===== config.mk =====
export PLATFORM = sky130hd
export DESIGN_NAME = bp_stream_host_axil_bridge
export DESIGN_NICKNAME = d
export VERILOG_FILES = /design/src/rtl/bp_stream_pkg.sv /design/src/rtl/bsg_fifo_1r1w_small.sv /design/src/rtl/bp_stream_host_axil_bridge.sv
export SDC_FILE = /design/constraint.sdc
export NUM_CORES = 1
export LEC_CHECK = 0
export CORE_MARGIN = 1
export CORE_UTILIZATION = 59
export CTS_BUF_LIST = sky130_fd_sc_hd__clkbuf_8
export DETAILED_ROUTE_END_ITERATION = 10
export MAX_ROUTING_LAYER = met4
export PLACE_DENSITY = 0.91
export SLEW_MARGIN = 5
export SYNTH_ARGS = -nofsm -noshare
export SYNTH_HDL_FRONTEND = slang
export SYNTH_SLANG_ARGS = --single-unit

===== constraint.sdc =====
create_clock -name clk_i -period 4.85 [get_ports clk_i]
set_input_delay 0.7275 -clock clk_i [delete_from_list [all_inputs] [get_ports clk_i]]
set_output_delay 0.7275 -clock clk_i [all_outputs]
set_load 0.005 [all_outputs]

===== src/rtl/bp_stream_pkg.sv =====
// Shared constants and FSM state types for the bp_stream host AXI-Lite bridge.
package bp_stream_pkg;

    localparam int unsigned axi_resp_width_lp = 2;
    localparam int unsigned axi_prot_width_lp = 3;
    localparam int unsigned rd_addr_width_lp  = 16;

    localparam logic [rd_addr_width_lp-1:0] rd_addr_data_c   = 16'h0000;
    localparam logic [rd_addr_width_lp-1:0] rd_addr_status_c = 16'h0004;

    localparam logic [axi_resp_width_lp-1:0] axi_resp_okay_c   = 2'b00;
    localparam logic [axi_resp_width_lp-1:0] axi_resp_slverr_c = 2'b10;
    localparam logic [axi_resp_width_lp-1:0] axi_resp_decerr_c = 2'b11;

    typedef enum logic [1:0] {
        e_wr_idle,
        e_wr_send,
        e_wr_resp
    } wr_state_e;

    typedef enum logic {
        e_rd_idle,
        e_rd_resp
    } rd_state_e;

endpackage


===== src/rtl/bsg_fifo_1r1w_small.sv =====
// Small power-of-two FIFO with show-ahead head and occupancy count.
module bsg_fifo_1r1w_small #(
    parameter int unsigned width_p = 32,
    parameter int unsigned els_p   = 16
) (
    input  logic                   clk_i,
    input  logic                   reset_i,
    input  logic                   v_i,
    input  logic [width_p-1:0]     data_i,
    output logic                   ready_o,
    output logic                   v_o,
    output logic [width_p-1:0]     data_o,
    input  logic                   yumi_i,
    output logic [$clog2(els_p):0] count_o
);

    localparam int unsigned ptr_width_lp = $clog2(els_p);

    logic [width_p-1:0]      mem_r [els_p];
    logic [ptr_width_lp-1:0] wptr_r, rptr_r;
    logic [ptr_width_lp:0]   count_r;
    logic                    push, pop;

    // Full is judged on the registered count, so a same-cycle pop never frees a slot.
    assign ready_o = (count_r != (ptr_width_lp+1)'(els_p));
    assign v_o     = (count_r != '0);
    assign data_o  = mem_r[rptr_r];
    assign count_o = count_r;
    assign push    = v_i & ready_o;
    assign pop     = yumi_i & v_o;

    always_ff @(posedge clk_i) begin
        if (reset_i) begin
            wptr_r  <= '0;
            rptr_r  <= '0;
            count_r <= '0;
        end else begin
            if (push) wptr_r <= wptr_r + ptr_width_lp'(1);
            if (pop)  rptr_r <= rptr_r + ptr_width_lp'(1);
            case ({push, pop})
                2'b10:   count_r <= count_r + (ptr_width_lp+1)'(1);
                2'b01:   count_r <= count_r - (ptr_width_lp+1)'(1);
                default: count_r <= count_r;
            endcase
        end
    end

    always_ff @(posedge clk_i) begin
        if (push) mem_r[wptr_r] <= data_i;
    end

endmodule


===== src/rtl/bp_stream_host_axil_bridge.sv =====
// AXI-Lite slave front end for bp_stream_host: writes become stream beats, outbound beats are polled by reads.
// Define BP_STREAM_HOST_AXIL_STATUS_EN to map the FIFO count at read address 0x4.
module bp_stream_host_axil_bridge
    import bp_stream_pkg::*;
#(
    parameter int unsigned stream_addr_width_p = 32,
    parameter int unsigned stream_data_width_p = 32,
    parameter int unsigned fifo_els_p          = 16
) (
    input  logic                                  clk_i,
    input  logic                                  reset_i,

    input  logic [stream_addr_width_p-1:0]        s_axil_awaddr_i,
    input  logic [axi_prot_width_lp-1:0]          s_axil_awprot_i,
    input  logic                                  s_axil_awvalid_i,
    output logic                                  s_axil_awready_o,

    input  logic [stream_data_width_p-1:0]        s_axil_wdata_i,
    input  logic [stream_data_width_p/8-1:0]      s_axil_wstrb_i,
    input  logic                                  s_axil_wvalid_i,
    output logic                                  s_axil_wready_o,

    output logic [axi_resp_width_lp-1:0]          s_axil_bresp_o,
    output logic                                  s_axil_bvalid_o,
    input  logic                                  s_axil_bready_i,

    input  logic [stream_addr_width_p-1:0]        s_axil_araddr_i,
    input  logic [axi_prot_width_lp-1:0]          s_axil_arprot_i,
    input  logic                                  s_axil_arvalid_i,
    output logic                                  s_axil_arready_o,

    output logic [stream_data_width_p-1:0]        s_axil_rdata_o,
    output logic [axi_resp_width_lp-1:0]          s_axil_rresp_o,
    output logic                                  s_axil_rvalid_o,
    input  logic                                  s_axil_rready_i,

    output logic                                  stream_v_o,
    output logic [stream_addr_width_p-1:0]        stream_addr_o,
    output logic [stream_data_width_p-1:0]        stream_data_o,
    input  logic                                  stream_yumi_i,

    input  logic                                  stream_v_i,
    input  logic [stream_data_width_p-1:0]        stream_data_i,
    output logic                                  stream_ready_o
);

    localparam int unsigned count_width_lp = $clog2(fifo_els_p) + 1;

    wr_state_e wr_state_r, wr_state_n;
    rd_state_e rd_state_r, rd_state_n;

    logic aw_full_r, aw_full_n, w_full_r, w_full_n;
    logic aw_hs, w_hs;

    logic [stream_data_width_p-1:0] rdata_n;
    logic [axi_resp_width_lp-1:0]   rresp_n;

    logic                           fifo_v, fifo_yumi;
    logic [stream_data_width_p-1:0] fifo_data;
    logic [count_width_lp-1:0]      fifo_count;

    logic unused_inputs;
    assign unused_inputs = ^{s_axil_awprot_i, s_axil_wstrb_i, s_axil_arprot_i};

    assign aw_hs = s_axil_awvalid_i & s_axil_awready_o;
    assign w_hs  = s_axil_wvalid_i  & s_axil_wready_o;

    bsg_fifo_1r1w_small #(
        .width_p (stream_data_width_p),
        .els_p   (fifo_els_p)
    ) out_fifo (
        .clk_i   (clk_i),
        .reset_i (reset_i),
        .v_i     (stream_v_i),
        .data_i  (stream_data_i),
        .ready_o (stream_ready_o),
        .v_o     (fifo_v),
        .data_o  (fifo_data),
        .yumi_i  (fifo_yumi),
        .count_o (fifo_count)
    );

    // Write FSM: AW and W fill independently; a same-cycle final fill launches the beat next cycle.
    always_comb begin
        wr_state_n = wr_state_r;
        aw_full_n  = aw_full_r | aw_hs;
        w_full_n   = w_full_r  | w_hs;
        case (wr_state_r)
            e_wr_idle: if (aw_full_n && w_full_n) wr_state_n = e_wr_send;
            e_wr_send: begin
                if (stream_yumi_i) begin
                    aw_full_n  = 1'b0;
                    w_full_n   = 1'b0;
                    wr_state_n = e_wr_resp;
                end
            end
            e_wr_resp: if (s_axil_bready_i) wr_state_n = e_wr_idle;
            default:   wr_state_n = e_wr_idle;
        endcase
    end

    // Read FSM: response is decoded and the FIFO popped in the AR accept cycle.
    always_comb begin
        rd_state_n = rd_state_r;
        rdata_n    = s_axil_rdata_o;
        rresp_n    = s_axil_rresp_o;
        fifo_yumi  = 1'b0;
        case (rd_state_r)
            e_rd_idle: begin
                if (s_axil_arvalid_i) begin
                    rd_state_n = e_rd_resp;
                    if (s_axil_araddr_i == stream_addr_width_p'(rd_addr_data_c)) begin
                        if (fifo_v) begin
                            rdata_n   = fifo_data;
                            rresp_n   = axi_resp_okay_c;
                            fifo_yumi = 1'b1;
                        end else begin
                            rdata_n = '0;
                            rresp_n = axi_resp_slverr_c;
                        end
                    end
`ifdef BP_STREAM_HOST_AXIL_STATUS_EN
                    else if (s_axil_araddr_i == stream_addr_width_p'(rd_addr_status_c)) begin
                        rdata_n = stream_data_width_p'(fifo_count);
                        rresp_n = axi_resp_okay_c;
                    end
`endif
                    else begin
                        rdata_n = '0;
                        rresp_n = axi_resp_decerr_c;
                    end
                end
            end
            e_rd_resp: if (s_axil_rready_i) rd_state_n = e_rd_idle;
            default:   rd_state_n = e_rd_idle;
        endcase
    end

`ifndef BP_STREAM_HOST_AXIL_STATUS_EN
    logic unused_count;
    assign unused_count = ^fifo_count;
`endif

    always_ff @(posedge clk_i) begin
        if (reset_i) begin
            wr_state_r       <= e_wr_idle;
            rd_state_r       <= e_rd_idle;
            aw_full_r        <= 1'b0;
            w_full_r         <= 1'b0;
            s_axil_awready_o <= 1'b1;
            s_axil_wready_o  <= 1'b1;
            s_axil_arready_o <= 1'b1;
            s_axil_bvalid_o  <= 1'b0;
            s_axil_bresp_o   <= axi_resp_okay_c;
            s_axil_rvalid_o  <= 1'b0;
            s_axil_rdata_o   <= '0;
            s_axil_rresp_o   <= axi_resp_okay_c;
            stream_v_o       <= 1'b0;
            stream_addr_o    <= '0;
            stream_data_o    <= '0;
        end else begin
            wr_state_r       <= wr_state_n;
            rd_state_r       <= rd_state_n;
            aw_full_r        <= aw_full_n;
            w_full_r         <= w_full_n;
            s_axil_awready_o <= ~aw_full_n;
            s_axil_wready_o  <= ~w_full_n;
            s_axil_arready_o <= (rd_state_n == e_rd_idle);
            s_axil_bvalid_o  <= (wr_state_n == e_wr_resp);
            s_axil_bresp_o   <= axi_resp_okay_c;
            s_axil_rvalid_o  <= (rd_state_n == e_rd_resp);
            s_axil_rdata_o   <= rdata_n;
            s_axil_rresp_o   <= rresp_n;
            stream_v_o       <= (wr_state_n == e_wr_send);
            if (aw_hs) stream_addr_o <= s_axil_awaddr_i;
            if (w_hs)  stream_data_o <= s_axil_wdata_i;
        end
    end

endmodule


==> results of run 1 <==
[sequential cells by signal, indices dropped and copies added (netlist names), named ones only]
| register | flops |
|---|---|
| w_full_r | 1 |
| rd_state_r | 1 |
| out_fifo.count_o | 5 |
| s_axil_bvalid_o | 1 |
| s_axil_arready_o | 1 |
| s_axil_rresp_o | 2 |
| stream_v_o | 1 |
| s_axil_rdata_o | 32 |
| out_fifo.wptr_r | 4 |
| stream_addr_o | 32 |
| s_axil_awready_o | 1 |
| stream_data_o | 32 |
| s_axil_wready_o | 1 |
| out_fifo.rptr_r | 4 |
| wr_state_r | 2 |
| out_fifo.mem_r | 512 |
| aw_full_r | 1 |
[routing by layer]
metal	routed length (microns)	share of wire	track usage
met1	21400	0.34	0.348
met2	31000	0.50	0.499
met3	6920	0.11	0.0665
met4	2940	0.047	0.160
met5	0	0	-
[layout make-up]
type	instances	area, sq um
Sequential cell	637	17900
Clock buffer	110	1510
Antenna cell	2	5.00
Multi-Input combinational cell	761	6070
Fill cell	2289	11600
Tap cell	532	666
Clock inverter	71	420
Inverter	7	26.3
Timing Repair Buffer	275	2680
[cells in the final DEF, fill, tap and decap left out, types with 14 or more instances in the layout]
cell type / instances
clkbuf_8: 110
o22ai_1: 43
o31ai_1: 22
buf_4: 34
mux4_2: 54
nor3_1: 14
clkdlybuf4s50_1: 240
clkinv_2: 16
mux2i_1: 152
inv_1: 39
edfxtp_1: 512
nor2_1: 26
a22oi_1: 25
a211oi_1: 43
a21oi_1: 72
nand2_1: 166
dfxtp_1: 123
[path summary, 6_finish.rpt]
kind / from / endpoint / slack (ns) / depth (start not counted)
setup / recovery: s_axil_araddr_i[0] / out_fifo.count_o[4] / 1.49 / 11
hold reg to reg: stream_addr_o[1] / stream_addr_o[1] / 0.46 / 2
hold / removal: stream_addr_o[1] / stream_addr_o[1] / 0.46 / 2
setup reg to reg: out_fifo.count_o[1] / out_fifo.count_o[4] / 1.60 / 10
[cell families (layout without fill, tap and decap cells)]
| family | count (synthesis) | count (layout) | synth area share |
|---|---|---|---|
| AO/OA/AOI/OAI | 248 | 248 | 0.0685 |
| AND/OR/NAND/NOR | 279 | 279 | 0.0512 |
| adder cells (fa/ha/maj) | 8 | 8 | 0.00410 |
| flip-flops | 637 | 637 | 0.733 |
| buffers and inverters | 104 | 463 | 0.0233 |
| other | 1 | 4 | 0.000154 |
| multiplexers | 218 | 218 | 0.118 |
| XOR/XNOR | 6 | 6 | 0.00215 |
[worst max-delay path, cell delays in order]
cell	delay (ns)
clkdlybuf4s50_1	0.40
nor4_1	0.51
and2_1	0.23
o2111a_1	0.25
ha_1	0.34
xor2_1	0.11
ha_1	0.23
or3b_1	0.35
a211o_1	0.27
a21oi_1	0.15
mux2_1	0.33
[report_power, final]
part / internal [mW] / switching [mW] / leakage [nW]
Sequential: 6.00 / 0.0554 / 5.65
Combinational: 0.241 / 0.277 / 2.60
Clock: 2.26 / 2.10 / 1.12
[through the flow]
| stage | hold WS (ns) | worst slack [ns] | power [mW] | area (sq um) |
|---|---|---|---|---|
| final | 0.455 | 1.49 | 10.9 | 29300 |
| after global routing | 0.470 | 1.07 | 11.2 | 29300 |
| after CTS | 0.458 | 1.51 | 11.0 | 29300 |
| after detailed placement | 0.445 | 0.819 | 6.67 | 27300 |
| after global placement | 0.441 | 0.859 | 6.65 | 27300 |
| after floorplan | 0.444 | 0.903 | 6.34 | 24400 |
==> impl_metrics.json, run 1 <==
{
  "finish.utilization": 0.717,
  "max-vdd-ir-drop_uv": 308,
  "cp.arrival_ns": 3.91,
  "min_path_type": "reg -> reg",
  "required_ns": 5.39,
  "syn_to_final_growth_pct": 20.0,
  "place_inst": 2212,
  "cts_max_level": 3,
  "setup_tns_ns": 0,
  "antenna_found_initial": 2,
  "clk_path_buf_depth": 3,
  "yosysTopAreaCell": "edfxtp_1",
  "vias": 15200,
  "slew_violations": 0,
  "syn_avg_cell_area_sq_um": 16.3,
  "worst_pin_slew_ns": 1.35,
  "grt_first_pass_wirelength_microns": 89800,
  "die_w_microns": 205,
  "finalSetupViolCount": 0,
  "core_sq_mm": 0.0408,
  "synth_commonest_cells": "512 x edfxtp_1, 166 x nand2_1, 152 x mux2i_1, 125 x dfxtp_1, 72 x a21oi_1",
  "cts-root-buf": "clkbuf_8",
  "cts_num_sinks": 637,
  "layout-drive-gt1-share": 0.142,
  "yosysTopAreaCellShare": 0.630,
  "final.min_clock_period_ns": 3.36,
  "path_class": "in -> reg",
  "postRouteAntennaNets": 0,
  "power.density_mw_per_mm2": 374,
  "cts_buffers": 97,
  "drc": 0,
  "post_cts_buffers": 0,
  "critPathCaptureType": "register",
  "grt_max_degree": 88,
  "grt_overflow_total": 0,
  "nets": 1934,
  "dr.pass1.iters": 6,
  "holdBufCountCts": 0,
  "initialDrtViolationCount": 1616,
  "postSynthCellCount": 1501,
  "postSynthRegisterBits": 637,
  "grt_use_total": 0.303,
  "portBuffers": 241,
  "yosysSeqAreaShare": 0.733,
  "async_reset_ff_frac": 0,
  "core.rowCount": 74,
  "rsz0062_at_grt": "false",
  "ys_warn_count": 0,
  "status": "finished clean",
  "fin_skew_ns": 0.0469,
  "crit_path_start_kind": "primary input",
  "max_freq_ghz": 0.297,
  "die-area_sq_mm": 0.0422,
  "ios": 254,
  "cap_violations": 0,
  "fin_cells": 2395,
  "p_leak_nw": 9.36,
  "synth.distinct_cells": 61,
  "max-slew-margin-rel": 0.0978,
  "synth-main-ff-cell": "edfxtp_1",
  "die_y_microns": 205,
  "post_cts_resized": 0,
  "avgViaCountPerCell": 6.35,
  "wire_per_inst_microns": 26.0,
  "path_clk_slew_ns": 0.07,
  "crit_fanout": 8,
  "syn_area_sq_mm": 0.0244,
  "min_period_over_period": 0.694,
  "finalHoldViolations": 0,
  "synth_area_leaders": "edfxtp_1 63%, dfxtp_1 10%, mux2i_1 6.2%",
  "initial_utilization": 0.597,
  "synth_edf_count": 512,
  "cts_tree": "yes",
  "dpl.hpwl_microns": 34900,
  "routed_wl_microns": 62200,
  "first_global_vias": 15300,
  "clk-insertion-delay-late_ns": 0.69,
  "synth_most_common_cell": "edfxtp_1",
  "gp_congestion": 0.882
}
No activity file was read; power rests on OpenSTA's default activity.
==> inputs of run 2 (changes only) <==
CORE_UTILIZATION = 53   (was 59)
PLACE_DENSITY = 0.86   (was 0.91)
clock period = 2.8 ns   (was 4.85 ns; I/O delays follow)
==> run 2 against run 1 <==
Against the previous run: the run now ends with negative setup slack left; register-to-register slack got worse by 1.6 ns; worst hold slack got worse by 0.16 ns; clock skew fell by 0.00095 ns; combinational power up 79%; utilization is 5.8 points lower; die area grew 11%; total power rose by 69%; clock-buffer cell count is 3 lower; first-iteration DRC count shrank 11%.
==> impl_metrics.json, run 2 (synthesis gave the netlist of run 1 again) <==
{
  "status": "finished, violations left",
  "violations": "negative setup slack",
  "syn_to_final_growth_pct": 22.6,
  "rr_worst_depth": 9,
  "max-vdd-ir-drop_uv": 388,
  "cts_max_level": 3,
  "die-area_sq_mm": 0.0469,
  "swShare": 0.222,
  "cap_violations": 0,
  "pre_cts_ws_ns": -0.744,
  "grt_first_pass_wirelength_microns": 91200,
  "r2r_start": "out_fifo.count_o[0]",
  "cp.arrival_ns": 3.41,
  "place_inst": 2325,
  "slew_violations": 0,
  "core.rowCount": 78,
  "grt_overflow_total": 0,
  "portBuffers": 241,
  "cts_tree": "yes",
  "die_w_microns": 217,
  "fillers": 2892,
  "clk-insertion-delay-late_ns": 0.69,
  "cts_buffers": 96,
  "regMostFlops": "out_fifo.mem_r",
  "min_period_over_period": 1.01,
  "rrSetupSlack_ns": -0.03,
  "first_global_vias": 15500,
  "cts-root-buf": "clkbuf_8",
  "die_y_microns": 217,
  "worst_pin_slew_ns": 1.15,
  "placed_area_sq_mm": 0.0281,
  "postRouteAntennaNets": 0,
  "layout-drive-gt1-share": 0.159,
  "wire_per_inst_microns": 24.4,
  "fin_area_sq_mm": 0.0299,
  "cp.depth": 9,
  "final_cell_mix": "512 x edfxtp_1, 240 x clkdlybuf4s50_1, 166 x nand2_1, 152 x mux2i_1, 122 x dfxtp_1",
  "min_path_type": "in -> reg",
  "dr.pass1.iters": 5,
  "cpMaxStageDelayCell": "or4_4",
  "rsz0062_at_grt": "true",
  "whs_ns": 0.296,
  "clk_path_buf_depth": 3,
  "grt_max_degree": 74,
  "crit_top_cell": "ha_2",
  "initialDrtViolationCount": 1440,
  "finalHoldViolations": 0,
  "avgViaCountPerCell": 6.03,
  "drc": 0,
  "r2r_end": "out_fifo.count_o[4]",
  "crit_chain": "or4_4 > o2111a_1 > ha_2 > xor2_1 > ha_2 > or3b_1 > a211o_1 > a21oi_2 > mux2_4",
  "power_frac_comb": 0.050,
  "routed_wl_microns": 61300,
  "power.share.sequential": 0.568,
  "cp-endpoint": "out_fifo.count_o[4]",
  "cts_num_sinks": 637,
  "nets": 1980,
  "final.min_clock_period_ns": 2.83,
  "finish.utilization": 0.659,
  "initial_utilization": 0.538,
  "core_sq_mm": 0.0454,
  "fin_skew_ns": 0.0459,
  "clock_power_share": 0.382,
  "p_leak_nw": 9.63,
  "antenna_found_initial": 1,
  "crit_family": "simple AND/OR/NAND/NOR gates",
  "crit_fanout": 3,
  "path_clk_slew_ns": 0.06,
  "cp-startpoint": "out_fifo.count_o[0]",
  "max_freq_ghz": 0.353,
  "power.density_mw_per_mm2": 617,
  "vias": 15100,
  "finalSetupViolCount": 1,
  "crit_buf_inv": 0,
  "setup_ws_ns": -0.0300,
  "finalPower_mw": 18.5,
  "required_ns": 3.38,
  "dpl.hpwl_microns": 37600,
  "ios": 254,
  "p_sw_mw": 4.10,
  "gp_congestion": 0.916,
  "critPathCaptureType": "register",
  "grt_use_total": 0.270,
  "final_common_cell": "edfxtp_1",
  "max-slew-margin-rel": 0.236,
  "largest_register_ffs": 512,
  "crit_path_start_kind": "register",
  "p_int_mw": 14.4,
  "path_class": "reg -> reg",
  "fin_cells": 2507,
  "cpPeakStageDelay_ns": 0.53,
  "setup_tns_ns": -0.0300
}
run 2: cell types whose count changed in the layout (fill, tap and decap cells not counted), sizes merged:
cell / delta
clkbuf: -3
bufinv: -3
buf: +46
clkinv: -2
clkinvlp: -1
inv: +6
dlygate4sd3: +1
run 2: timing repair:
item,in CTS,in global routing
setup endpoints to repair,1,2
hold buffers,1,0
pin swaps,1,1
endpoints found under the hold margin,6,0
resized for setup,2,1
buffers inserted,1,0
run 2: how the worst min path moves through the flow:
stage	startpoint	to	slack (ns)	depth (start not counted)
2_1_floorplan	wr_state_r[1]	stream_v_o	0.44	1
3_5_place_dp	s_axil_rdata_o[7]	s_axil_rdata_o[7]	0.45	2
5_1_grt	s_axil_awaddr_i[9]	stream_addr_o[9]	0.27	3
3_3_place_gp	stream_data_o[10]	stream_data_o[10]	0.44	2
4_1_cts	s_axil_wdata_i[20]	stream_data_o[20]	0.24	3
6_report	s_axil_wdata_i[19]	stream_data_o[19]	0.30	3
run 2: worst register-to-register path: cells and delay by family, from the launching register on:
| kind | cells | cell delay (ns) |
|---|---|---|
| DFF | 1 | 0.32 |
| xor gates and xnor gates | 1 | 0.15 |
| muxes | 1 | 0.31 |
| and+or+nand+nor | 2 | 0.88 |
| adders and majority gates | 2 | 0.38 |
| AOI/OAI and AO/OA | 3 | 0.74 |
run 2: per-layer routing:
metal / track usage / up-vias / routed length (microns)
li1: - / 6534 / -
met1: 0.317 / 7485 / 22400
met2: 0.438 / 916 / 30200
met3: 0.0616 / 174 / 5940
met4: 0.134 / 0 / 2740
met5: - / - / 0
run 2: power groups by stage:
stage               Sequential (mW)  Clock (mW)  Combinational, mW
floorplan                      10.7           0              0.319
global placement               10.7           0              0.881
detailed placement             10.7           0              0.913
CTS                            10.5        7.15              0.923
global route                   10.5        7.59              0.994
finish                         10.5        7.05              0.927
run 2: final cells by class:
type	count	area (sq um)	share of cell area
Inverter	7	26.3	0.000879
Clock inverter	71	315	0.0105
Timing Repair Buffer	322	3360	0.112
Sequential cell	637	17900	0.598
Multi-Input combinational cell	761	6090	0.204
Clock buffer	107	1470	0.0493
Tap cell	600	751	0.0251
Antenna cell	2	5.00	0.000167
